$ cat src/rtl/tt_um_reg_serializer.sv
// tt_um_reg_serializer
//
// Takes the 8-bit parallel output of the universal shift register on a
// valid/ready handshake and sends it out as an asynchronous serial frame:
// start bit (0), 8 data bits LSB first, optional even parity bit, stop bit (1).
// Every state, counter and output change is gated by the global enable, so
// the block runs in lock-step with the shift register.
//
// Parameters:
//   CLKS_PER_BIT - enabled clock cycles per serial bit (1..255)
//   PARITY_EN    - 1 inserts an even-parity bit after the data, 0 omits it
//
// Ports:
//   clk        - system clock, rising edge
//   rst_n      - asynchronous reset, active low
//   ena        - clock enable; when low everything is frozen
//   din        - parallel byte from the shift register
//   din_valid  - din is offered for transmission
//   din_ready  - a byte can be accepted this cycle
//   tx         - serial line, idles high, registered
//   busy       - a frame is in progress
//   frame_done - one-cycle pulse in the first cycle back in IDLE
module tt_um_reg_serializer #(
  parameter int CLKS_PER_BIT = 4,
  parameter int PARITY_EN    = 1
) (
  input  logic       clk,
  input  logic       rst_n,
  input  logic       ena,
  input  logic [7:0] din,
  input  logic       din_valid,
  output logic       din_ready,
  output logic       tx,
  output logic       busy,
  output logic       frame_done
);

  typedef enum logic [2:0] {
    IDLE,
    START,
    DATA,
    PARITY,
    STOP
  } state_t;

  localparam logic [7:0] LAST_CNT = 8'(CLKS_PER_BIT - 1);

  state_t      state_q;
  logic [7:0]  cnt_q;
  logic [7:0]  cnt_d;
  logic [2:0]  idx_q;
  logic [7:0]  shreg_q;
  logic        par_q;
  logic        tx_q;
  logic        done_q;
  logic        bit_end;

  function automatic logic even_parity(input logic [7:0] b);
    return ^b;
  endfunction

  // Bit-time counter wraps to 0 on every bit boundary; with CLKS_PER_BIT=1
  // LAST_CNT is 0 so every enabled cycle is a boundary.
  assign bit_end = (cnt_q == LAST_CNT);
  assign cnt_d   = bit_end ? 8'd0 : cnt_q + 8'd1;

  always_ff @(posedge clk or negedge rst_n) begin
    if (!rst_n) begin
      state_q <= IDLE;
      cnt_q   <= 8'd0;
      idx_q   <= 3'd0;
      shreg_q <= 8'd0;
      par_q   <= 1'b0;
      tx_q    <= 1'b1;
      done_q  <= 1'b0;
    end else begin
      // Cleared every clock regardless of ena so a pulse lasts exactly one clock.
      done_q <= 1'b0;
      if (ena) begin
        unique case (state_q)
          IDLE: begin
            tx_q <= 1'b1;
            if (din_valid) begin
              shreg_q <= din;
              par_q   <= even_parity(din);
              cnt_q   <= 8'd0;
              idx_q   <= 3'd0;
              tx_q    <= 1'b0;
              state_q <= START;
            end
          end
          START: begin
            cnt_q <= cnt_d;
            if (bit_end) begin
              tx_q    <= shreg_q[0];
              state_q <= DATA;
            end
          end
          DATA: begin
            cnt_q <= cnt_d;
            if (bit_end) begin
              shreg_q <= {1'b0, shreg_q[7:1]};
              if (idx_q == 3'd7) begin
                idx_q <= 3'd0;
                if (PARITY_EN != 0) begin
                  tx_q    <= par_q;
                  state_q <= PARITY;
                end else begin
                  tx_q    <= 1'b1;
                  state_q <= STOP;
                end
              end else begin
                idx_q <= idx_q + 3'd1;
                // Next bit is the one about to land in shreg[0] after the shift.
                tx_q  <= shreg_q[1];
              end
            end
          end
          PARITY: begin
            cnt_q <= cnt_d;
            if (bit_end) begin
              tx_q    <= 1'b1;
              state_q <= STOP;
            end
          end
          STOP: begin
            cnt_q <= cnt_d;
            if (bit_end) begin
              tx_q    <= 1'b1;
              done_q  <= 1'b1;
              state_q <= IDLE;
            end
          end
          default: begin
            tx_q    <= 1'b1;
            state_q <= IDLE;
          end
        endcase
      end
    end
  end

  assign din_ready  = (state_q == IDLE) & ena;
  assign busy       = (state_q != IDLE);
  assign tx         = tx_q;
  assign frame_done = done_q;

endmodule

$ cat config.mk
export PLATFORM = sky130hd
export DESIGN_NAME = tt_um_reg_serializer
export DESIGN_NICKNAME = d
export VERILOG_FILES = /design/src/rtl/tt_um_reg_serializer.sv
export SDC_FILE = /design/constraint.sdc
export NUM_CORES = 1
export LEC_CHECK = 0
export CAP_MARGIN = 10
export CORE_ASPECT_RATIO = 1.75
export CORE_MARGIN = 2
export CORE_UTILIZATION = 30
export DETAILED_ROUTE_END_ITERATION = 6
export GPL_ROUTABILITY_DRIVEN = 1
export GPL_TIMING_DRIVEN = 0
export PLACE_DENSITY = 0.59
export SLEW_MARGIN = 40
export SYNTH_ARGS = -nofsm -noshare
export SYNTH_HDL_FRONTEND = slang
export SYNTH_SLANG_ARGS = --single-unit
$ cat constraint.sdc
create_clock -name clk -period 1.6 [get_ports clk]
set_input_delay 0.16 -clock clk [delete_from_list [all_inputs] [get_ports clk]]
set_output_delay 0.16 -clock clk [all_outputs]
set_load 0.05 [all_outputs]
# Yosys cells after proc, flatten, opt, wreduce, memory -nomap -nowiden
# Cells that the tools add are included.
# totals
inputBits	12
output_inout_bits	4
reg_bits	25
word_cells	61
# classes
bitwise_logic	1
mux	26
eq_ne	13
addsub	2
n_reduce_logical	12
# ops
operator	n
two-way mux 8 bit	4
case mux 8 bit (2 select lines)	2
two-way mux 3 bit	9
case mux 3 bit (5 select lines)	1
!= test 2 bit, second input constant	6
adder 8 x 1 -> 8 bit, second input constant	1
== test 8 x 2 -> 1 bit, second input constant	1
two-way mux 1 bit	8
AND reduction 4 bit	2
XOR reduction 8 bit	1
AND reduction 7 bit	1
== test 3 x 2 -> 1 bit, second input constant	2
== test 3 bit, second input constant	2
case mux 3 bit (2 select lines)	1
AND reduction 3 bit	2
case mux 1 bit (4 select lines)	1
nonzero test 2 bit	2
OR reduction 4 bit	1
adder 3 x 1 -> 3 bit, second input constant	1
== test 3 x 1 -> 1 bit, second input constant	1
logical NOT 3 bit	1
nonzero test 3 bit	1
!= test 2 x 1 -> 1 bit, second input constant	1
OR reduction 2 bit	1
AND 1 bit	1

# Depth between registers and ports, before layout
# Gate-level depths: netlist of the first run.
# depth
word_depth	4
mapped_depth	6
depth_no_buf	6

# Worst setup path before layout of the first run
# Ideal clock, no wire load.
# synth_path
path_kind	flip-flop to output port
from	reg state_q[1]
to	out din_ready
arrival_time_ns	1.613
required_ns	1.440
path_buffers	1
path_stages_with_launch	4
path_slack_ns	-0.173
path_cell_list	dfrtp_1 > or3_1 > buf_4 > nor2_1
# synth_between
elab_chain_len	2
# synth_rtl
item	line_no	text
start, declared	48	state_t state_q;
start signal, assigned	69	state_q <= IDLE;
start signal, assigned	89	state_q <= START;
start signal, assigned	96	state_q <= DATA;
logical NOT 3 bit	143	assign din_ready = (state_q == IDLE) & ena;
AND 1 bit	143	
end, declared	32	output logic din_ready,
# Every way passes these cells.

# Worst setup path in the final report of the first run
# layout_path
from	reg cnt_q[0]
to	reg shreg_q[6]
# layout_between
elab_chain_len	3
# layout_rtl
item	line_no	text
start, declared	49	logic [7:0] cnt_q;
start signal, assigned	93	cnt_q <= cnt_d;
start signal, assigned	100	cnt_q <= cnt_d;
start signal, assigned	120	cnt_q <= cnt_d;
== test 8 x 2 -> 1 bit	64	assign bit_end = (cnt_q == LAST_CNT);
!= test 2 bit (no line)	-	
AND reduction 4 bit (no line)	-	
end signal, assigned	84	shreg_q <= din;
end signal, assigned	102	shreg_q <= {1'b0, shreg_q[7:1]};
end, declared	52	logic [7:0] shreg_q;
# Every way passes these cells.
# A chain may end at the register's enable or synchronous reset.

==> results.sh, run 1 <==
export IMPL_finalHoldViolations=0
export IMPL_leakage_nw=0.9657
export IMPL_top_layer_used="met4"
export IMPL_status="complete, but fails checks"
export IMPL_cpPeakStageDelay_ns=0.42
export IMPL_worstSetupPathType="reg2reg"
export IMPL_hold_slack_ns=0.4155
export IMPL_skew_ns=0.002796
export IMPL_final_common_cell="buf_4"
export IMPL_rows=33
export IMPL_cts_buffers_inserted=3
export IMPL_max_cap_violations=0
export IMPL_antenna_cells=0
export IMPL_post_route_drc_count=0
export IMPL_cp_arrival_ns=1.91
export IMPL_netlist_area_sq_mm=0.001476
export IMPL_grt_pass1_vias=1297
export IMPL_wl_mm=4.150
export IMPL_grt_pass1_wl_mm=6.113
export IMPL_yosysTopAreaCellShare_pct=40.68
export IMPL_fmax_mhz=576.0
export IMPL_dp_hpwl_mm=2.439
export IMPL_place_area_sq_mm=0.001710
export IMPL_slowest_stage="dfrtp_2"
export IMPL_crit_required_ns=1.77
export IMPL_hp_class="in2async"
export IMPL_fp_dieH_um=96.81
export IMPL_route_met3_wl_um=144
export IMPL_synth_area_leaders="dfrtp_1, mux2_1, mux2_2"
export IMPL_io_pins=16
export IMPL_place_gp_congestion=0.8493
export IMPL_violations="negative setup slack"
export IMPL_final_cell_mix="buf_4, dfrtp_1, buf_6"
export IMPL_htreeDepth=1
export IMPL_crit_buf_inv=1
export IMPL_cts_root_buffer="clkbuf_8"
export IMPL_final_area_sq_mm=0.002181
export IMPL_core_sq_mm=0.004707
export IMPL_grt_ovfl_total=0
export IMPL_powerDensity_mw_per_mm2=1697
export IMPL_finalSetupViolations=17
export IMPL_crit_fanout=5
export IMPL_fin_crit_sh_pct=108.5
export IMPL_syn_inst=144
export IMPL_end_kind="flip-flop"
export IMPL_nNetsFinal=207
export IMPL_drive_gt1_share_pct=45.03
export IMPL_grt_setup_unrepaired="yes"
export IMPL_critical_path_top_delay_family="flip-flops"
export IMPL_worst_slew_pin_slew_ns=0.5911
export IMPL_ys_seq_area_share_pct=42.46
export IMPL_crit_chain="ha_4, nor4b_4, nand2_2, a21o_4, buf_6, mux2_4"
export IMPL_drv_slew=0
export IMPL_portBuffers=15
export IMPL_track_usage_pct=14.21
export IMPL_max_slew_margin_rel_pct=60.60
export IMPL_fp_dieW_um=57.03
export IMPL_clock_path_buffers=2
export IMPL_dr_wl_met2_mm=2.322
export IMPL_wl_per_cell_um=17.08
export IMPL_antenna_found_initial=0
export IMPL_synth_top_area_cell="dfrtp_1"
export IMPL_grt_max_degree=26
export IMPL_nFillCells=443
export IMPL_firstDrtPassIters=4
export IMPL_synth_warnings=0
export IMPL_ys_types=43
export IMPL_synth_fp_nets=159
export IMPL_drtAntennaViolNets=0
export IMPL_ir_drop_mv=0.9670
export IMPL_yosys_register_bits=25
export IMPL_total_power_mw=3.701
export IMPL_cp_start_kind="flip-flop"
export IMPL_cts_tree="built"
export IMPL_period_minus_slack_ns=1.736
export IMPL_area_growth_syn_to_layout_pct=47.71
export IMPL_synth_avg_cell_area_sq_um=10.25
export IMPL_path_clk_slew_ns=0.09
export IMPL_insertion_delay_ns=0.28
export IMPL_start_util_pct=31.37
export IMPL_layout_setup_ws_ns=-0.1360
export IMPL_vias=1359
export IMPL_setup_tns_ns=-1.482
export IMPL_avgViaCountPerCell=5.593
export IMPL_die_area_sq_mm=0.005521
export IMPL_clock_sinks=25
export IMPL_wl_met1_mm=1.565
export IMPL_drt_iter0_drc=59
[sequential cells by signal (all words and copies together) (netlist names)]
name and cells:
shreg_q 8, frame_done 1, idx_q 3, tx 1, par_q 1, cnt_q 8
state_q 3
[Yosys cell counts, drive strengths merged]
master and count:
a211o 1, a21boi 1, a21o 2, a21oi 1
a221o 1, a31oi 8, a32oi 1, a41oi 1
and2 1, and3 4, and4 1, buf 4
clkbuf 4, dfrtp 24, dfstp 1, ha 3
inv 6, mux2 18, mux2i 2, nand2 12
nand2b 3, nand3 3, nand3b 1, nand4 1
nor2 3, nor3 5, nor4 1, nor4b 1
o211a 1, o211ai 2, o21ai 9, o22ai 3
o2bb2ai 1, o31ai 1, o41a 1, or2 1
or3 2, or3b 1, xnor2 7, xor2 1
[routing by layer]
layer	vias up	GRT usage, %
met5	-	0
met4	0	7.513
met3	12	3.075
met2	27	24.85
met1	691	15.42
li1	629	-
[repair_timing]
item	4_1_cts	5_1_grt
hold endpoints to repair	24	0
setup buffers	14	12
cloned	1	1
gates resized for setup	46	25
setup endpoints to repair	25	26
pin swaps	7	8
hold buffers	1	0
[logic make-up (layout without fill, tap and decap cells)]
| family | Yosys count | in the layout | synth area share [%] |
|---|---|---|---|
| flip-flops | 25 | 25 | 42.46 |
| AO/OA/AOI/OAI | 34 | 34 | 15.59 |
| AND/OR/NAND/NOR | 40 | 41 | 14.75 |
| multiplexers | 20 | 20 | 15.09 |
| XOR/XNOR | 8 | 8 | 4.746 |
| adder cells (fa/ha/maj) | 3 | 3 | 2.543 |
| buffers and inverters | 14 | 60 | 4.830 |
[worst paths after layout]
check                                start          to  slack, ns  depth (start not counted)
min in group clk                    din[7]  shreg_q[7]       0.50                          3
worst min-delay path                 rst_n    cnt_q[2]       0.42                          2
worst max-delay path              cnt_q[0]  shreg_q[6]      -0.14                          6
worst min register to register  shreg_q[6]  shreg_q[6]       0.52                          1
worst max register to register    cnt_q[0]  shreg_q[6]      -0.14                          6
max in group asynchronous            rst_n  state_q[1]       0.77                          2
[per-stage QoR]
stage               utilization (%)  setup slack [ns]  instances
finish                        46.33           -0.1360        243
global route                  46.33           -0.1941        243
detailed placement            36.34           -0.7165        211
floorplan                         -          -0.03837        144
global placement              36.44           -0.7203        211
CTS                           42.42           -0.1023        231
[power by group]
part           total (mW)  switching [mW]  leakage, nW  internal [mW]
sequential           1.10           0.219        0.312          0.882
clock               0.394           0.219       0.0255          0.175
combinational        2.21            1.00        0.628           1.20
[final cells by class]
class	count	area [sq um]	share of cell area, %
clock inverter	1	5.005	0.2295
multi-input combinational	106	967.2	44.35
sequential	25	631.9	28.97
buffer	7	63.81	2.926
tap	52	65.06	2.983
timing repair buffer	43	384.1	17.61
clock buffer	3	41.29	1.893
inverter	6	22.52	1.033
Power figures use the tool's default switching activity.
==> inputs of run 2 (changes only) <==
CORE_MARGIN = unset   (was 2)
==> run 2 against run 1 <==
Net effect: the run still ends with negative setup slack left; cell count down 1.6%; critical endpoint is now idx_q[1]; total power down 7.3%; highest routed layer unchanged; via count down 4.7%.
==> results.sh, run 2 (same netlist as run 1, synthesis figures left out) <==
export IMPL_status="complete, but fails checks"
export IMPL_violations="negative setup slack"
export IMPL_fmax_mhz=582.1
export IMPL_final_cell_mix="buf_4, dfrtp_1, nand2_1, clkdlybuf4s50_1"
export IMPL_place_gp_congestion=0.8852
export IMPL_worstSetupPathType="reg2reg"
export IMPL_p_comb_share_pct=57.1
export IMPL_cts_tree="built"
export IMPL_crit_chain="ha_4, nor4b_4, nand2_2, a21o_1, buf_6, mux2_4"
export IMPL_r2r_start="cnt_q[0]"
export IMPL_hold_slack_ns=0.4183
export IMPL_htreeDepth=1
export IMPL_track_usage_pct=15.20
export IMPL_crit_required_ns=1.76
export IMPL_hp_class="in2async"
export IMPL_powerDensity_mw_per_mm2=1682
export IMPL_portBuffers=15
export IMPL_vias=1295
export IMPL_clock_sinks=25
export IMPL_slowest_stage="dfrtp_2"
export IMPL_antenna_found_initial=0
export IMPL_dp_hpwl_mm=2.495
export IMPL_swShare_pct=37.93
export IMPL_stdcell_count=239
export IMPL_layout_setup_ws_ns=-0.1178
export IMPL_avgViaCountPerCell=5.418
export IMPL_cts_buffers_inserted=3
export IMPL_fp_dieW_um=55.03
export IMPL_finalHoldViolations=0
export IMPL_grt_pass1_vias=1294
export IMPL_die_area_sq_mm=0.005217
export IMPL_max_cap_violations=0
export IMPL_drtAntennaViolNets=0
export IMPL_start_util_pct=31.37
export IMPL_grt_max_degree=26
export IMPL_top_regs="cnt_q: 8 flops, shreg_q: 8 flops"
export IMPL_cp_arrival_ns=1.87
export IMPL_ir_drop_mv=1.009
export IMPL_crit_fanout=5
export IMPL_leakage_nw=0.9165
export IMPL_nNetsFinal=203
export IMPL_reg2regPathDepth=6
export IMPL_grt_pass1_wl_mm=5.692
export IMPL_io_pins=16
export IMPL_pwr_share_clk_pct=11.0
export IMPL_max_slew_margin_rel_pct=61.18
export IMPL_rrSetupSlack_ns=-0.12
export IMPL_final_common_cell="buf_4"
export IMPL_path_clk_slew_ns=0.09
export IMPL_period_minus_slack_ns=1.718
export IMPL_skew_ns=0.006249
export IMPL_fp_dieH_um=94.81
export IMPL_clock_path_buffers=2
export IMPL_firstDrtPassIters=4
export IMPL_netSwitchingPower_mw=1.302
export IMPL_rows=33
export IMPL_wl_per_cell_um=16.20
export IMPL_drt_iter0_drc=22
export IMPL_grt_ovfl_total=0
export IMPL_cp_start_kind="flip-flop"
export IMPL_insertion_delay_ns=0.27
export IMPL_end_kind="flip-flop"
export IMPL_drv_slew=0
export IMPL_worst_slew_pin_slew_ns=0.5824
export IMPL_core_sq_mm=0.004707
export IMPL_finalSetupViolations=19
export IMPL_worstReg2RegEnd="idx_q[1]"
export IMPL_post_route_drc_count=0
export IMPL_cts_root_buffer="clkbuf_8"
export IMPL_fin_crit_sh_pct=107.4
export IMPL_seqPwrFrac_pct=31.9
export IMPL_area_growth_syn_to_layout_pct=38.22
export IMPL_wl_mm=3.872
export IMPL_grt_setup_unrepaired="yes"
export IMPL_place_inst=211
export IMPL_cpPeakStageDelay_ns=0.42
export IMPL_p_int_mw=2.130
export IMPL_drive_gt1_share_pct=37.43
export IMPL_antenna_cells=0
[run 2: cell count changes in the layout (fill, tap and decap cells not counted), moves of 2 or more]
cell,delta
a31oi_1,+2
a31oi_4,-2
buf_6,-5
clkbuf_1,+3
nor2_2,+2
nor2_4,-2
[run 2: what timing repair did]
item                       4_1_cts  5_1_grt
cloned                           0        2
hold buffers                     1        0
hold endpoints to repair        24        0
setup endpoints to repair       25       25
setup buffers                   14        7
gates resized for setup         31       15
pin swaps                        7        5
[run 2: power by group through the flow]
stage	Sequential (mW)	Clock [mW]	Combinational, mW
finish	1.10	0.376	1.96
global route	1.12	0.419	2.14
CTS	1.09	0.388	1.72
detailed placement	1.10	0	1.41
global placement	1.08	0	1.36
floorplan	1.06	0	1.08
[run 2: cell type report]
cell class | instances | area (sq um)
well taps | 52 | 65.06
repair buffers | 39 | 329.1
plain buffers | 8 | 62.56
multi-input cells | 105 | 885.9
flip-flops and latches | 25 | 630.6
clock buffers | 4 | 45.04
fillers | 471 | 2666
inverters | 6 | 22.52
[run 2: metrics by stage]
step / power [mW] / setup slack [ns] / util [%] / TNS (ns) / area (sq um)
after floorplan: 2.138 / -0.03837 / - / -0.3454 / 1500
after global placement: 2.441 / -0.7276 / 36.44 / -5.233 / 1715
after detailed placement: 2.509 / -0.7370 / 36.34 / -6.176 / 1710
after CTS: 3.193 / -0.1210 / 40.99 / -1.289 / 1929
after global routing: 3.676 / -0.2141 / 43.35 / -3.136 / 2041
final: 3.431 / -0.1178 / 43.35 / -1.426 / 2041
[run 2: per-layer routing]
metal  track usage, %  routed length [um]  vias up
met4            5.833                  65        0
met2            30.12                2257       27
li1                 -                   -      618
met5                0                   0        -
met3            2.093                 111        7
met1            14.26                1436      643
[run 2: worst max-delay path by stage]
stage | to | from | slack [ns] | depth (start not counted)
2_1_floorplan | idx_q[0] | cnt_q[1] | -0.04 | 6
3_3_place_gp | din_ready | ena | -0.73 | 5
3_5_place_dp | din_ready | ena | -0.74 | 5
4_1_cts | idx_q[0] | cnt_q[0] | -0.12 | 6
5_1_grt | shreg_q[3] | cnt_q[0] | -0.21 | 6
6_report | idx_q[1] | cnt_q[0] | -0.12 | 6
[run 2: worst max-delay path: cells and delay by family, from the launching register on]
kind	cells	cell delay, ns
flip-flops	1	0.42
AND/OR/NAND/NOR	2	0.35
multiplexers	1	0.30
AO/OA/AOI/OAI	1	0.23
adder cells (fa/ha/maj)	1	0.15
buffers and inverters	1	0.15
==> inputs of run 3 (changes only) <==
CTS_BUF_LIST = sky130_fd_sc_hd__clkbuf_2 sky130_fd_sc_hd__clkbuf_4 sky130_fd_sc_hd__clkbuf_8   (was unset)
==> run 3 against run 2 <==
Net effect: the flow still finishes with violations (negative setup slack); sequential share of layout area shrank 0.057 points; first-iteration DRC count decreased by 4.5%; core utilization grew 0.080 points; critical path type unchanged.
==> results.sh, run 3 (same netlist as run 1, synthesis figures left out) <==
export IMPL_status="complete, but fails checks"
export IMPL_violations="negative setup slack"
export IMPL_ir_drop_mv=1.020
export IMPL_clock_sinks=25
export IMPL_finalSetupViolations=19
export IMPL_p_int_mw=2.147
export IMPL_grt_ovfl_total=0
export IMPL_drv_slew=0
export IMPL_crit_chain="ha_4, nor4b_4, nand2_2, a21o_1, buf_6, mux2_4"
export IMPL_netSwitchingPower_mw=1.307
export IMPL_antenna_found_initial=0
export IMPL_final_common_cell="buf_4"
export IMPL_insertion_delay_ns=0.27
export IMPL_drt_iter0_drc=21
export IMPL_cp_start_kind="flip-flop"
export IMPL_layout_setup_ws_ns=-0.1154
export IMPL_area_growth_syn_to_layout_pct=38.47
export IMPL_fp_dieW_um=55.03
export IMPL_dp_hpwl_mm=2.495
export IMPL_cp_arrival_ns=1.87
export IMPL_io_pins=16
export IMPL_skew_ns=0.007875
export IMPL_nFillCells=469
export IMPL_path_clk_slew_ns=0.09
export IMPL_rows=33
export IMPL_hold_slack_ns=0.4143
export IMPL_period_minus_slack_ns=1.715
export IMPL_place_gp_congestion=0.8852
export IMPL_worstSetupPathType="reg2reg"
export IMPL_worst_slew_pin_slew_ns=0.5811
export IMPL_pwr_share_clk_pct=11.5
export IMPL_nNetsFinal=203
export IMPL_cts_root_buffer="clkbuf_8"
export IMPL_wl_mm=3.880
export IMPL_swShare_pct=37.84
export IMPL_slowest_stage="dfrtp_2"
export IMPL_post_route_drc_count=0
export IMPL_max_cap_violations=0
export IMPL_end_kind="flip-flop"
export IMPL_final_cell_mix="buf_4, dfrtp_1, nand2_1, clkdlybuf4s50_1"
export IMPL_avgViaCountPerCell=5.444
export IMPL_seq_area_sq_um=630.6
export IMPL_firstDrtPassIters=4
export IMPL_leakage_nw=0.9199
export IMPL_clock_path_buffers=2
export IMPL_grt_pass1_wl_mm=5.692
export IMPL_fin_crit_sh_pct=107.2
export IMPL_fmax_mhz=582.9
export IMPL_grt_max_degree=26
export IMPL_final_area_sq_mm=0.002044
export IMPL_grt_pass1_vias=1297
export IMPL_cpPeakStageDelay_ns=0.42
export IMPL_place_area_sq_mm=0.001710
export IMPL_hp_class="in2async"
export IMPL_fp_dieH_um=94.81
export IMPL_crit_fanout=5
export IMPL_grt_setup_unrepaired="yes"
export IMPL_powerDensity_mw_per_mm2=1690
export IMPL_finalHoldViolations=0
export IMPL_place_inst=211
export IMPL_max_slew_margin_rel_pct=61.26
export IMPL_htreeDepth=1
export IMPL_track_usage_pct=15.20
export IMPL_cts_buffers_inserted=3
export IMPL_core_sq_mm=0.004707
export IMPL_seqPwrFrac_pct=31.7
export IMPL_total_power_mw=3.454
export IMPL_die_area_sq_mm=0.005217
export IMPL_multi_input_area_sq_um=885.9
export IMPL_setup_tns_ns=-1.402
export IMPL_drive_gt1_share_pct=37.97
export IMPL_crit_required_ns=1.76
export IMPL_antenna_cells=0
export IMPL_drtAntennaViolNets=0
export IMPL_start_util_pct=31.37
export IMPL_cts_tree="built"
export IMPL_wl_per_cell_um=16.23
export IMPL_stdcell_count=239
export IMPL_p_comb_share_pct=56.9
export IMPL_vias=1301
export IMPL_portBuffers=15
export IMPL_top_regs="cnt_q: 8 flops, shreg_q: 8 flops"
-- run 3: metrics by stage --
step                      util, %  setup slack, ns
after floorplan                 -         -0.03837
after global placement      36.44          -0.7276
after detailed placement    36.34          -0.7370
after CTS                   41.07          -0.1210
after global routing        43.43          -0.2145
final                       43.43          -0.1154
-- run 3: worst paths after layout --
path                       depth (start not counted)  slack, ns  startpoint    endpoint
max                                                6      -0.12    cnt_q[0]    idx_q[1]
min                                                2       0.41       rst_n    cnt_q[4]
max reg2reg                                        6      -0.12    cnt_q[0]    idx_q[1]
min reg2reg                                        1       0.51  shreg_q[4]  shreg_q[4]
max in group asynchronous                          2       0.76       rst_n    cnt_q[0]
min in group clk                                   1       0.51  shreg_q[4]  shreg_q[4]
-- run 3: power groups by stage --
stage | Combinational (mW) | Sequential, mW | Clock, mW
floorplan | 1.08 | 1.06 | 0
global route | 2.14 | 1.12 | 0.435
finish | 1.96 | 1.09 | 0.396
CTS | 1.72 | 1.09 | 0.406
global placement | 1.36 | 1.08 | 0
detailed placement | 1.41 | 1.10 | 0
-- run 3: repair_timing --
action | 4_1_cts | 5_1_grt
hold buffers | 1 | 0
endpoints found under the setup margin | 25 | 25
pin swaps | 7 | 5
hold endpoints to repair | 24 | 0
cloned | 0 | 2
setup buffers | 14 | 7
gates resized for setup | 31 | 15
-- run 3: final cells by class --
| class | instances | area share, % |
|---|---|---|
| multi-input cells | 105 | 43.33 |
| flip-flops and latches | 25 | 30.84 |
| repair buffers | 39 | 16.10 |
| well taps | 52 | 3.182 |
| plain buffers | 8 | 3.060 |
| clock buffers | 4 | 2.387 |
| inverters | 6 | 1.102 |
-- run 3: per-layer routing --
| layer | global-route usage, % | routed length [um] | share of wire [%] | vias up |
|---|---|---|---|---|
| met1 | 14.26 | 1451 | 37 | 646 |
| met4 | 5.833 | 65 | 1.7 | 0 |
| li1 | - | - | - | 618 |
| met2 | 30.12 | 2256 | 58 | 30 |
| met5 | 0 | 0 | 0 | - |
| met3 | 2.093 | 106 | 2.7 | 7 |
-- run 3: critical path, delay by kind of cell, from the launching register on --
kind	cells	cell delay [ns]
compound gates	1	0.23
simple gates	2	0.34
fa+ha+maj	1	0.15
buf+inv	1	0.15
flops	1	0.42
mux	1	0.30
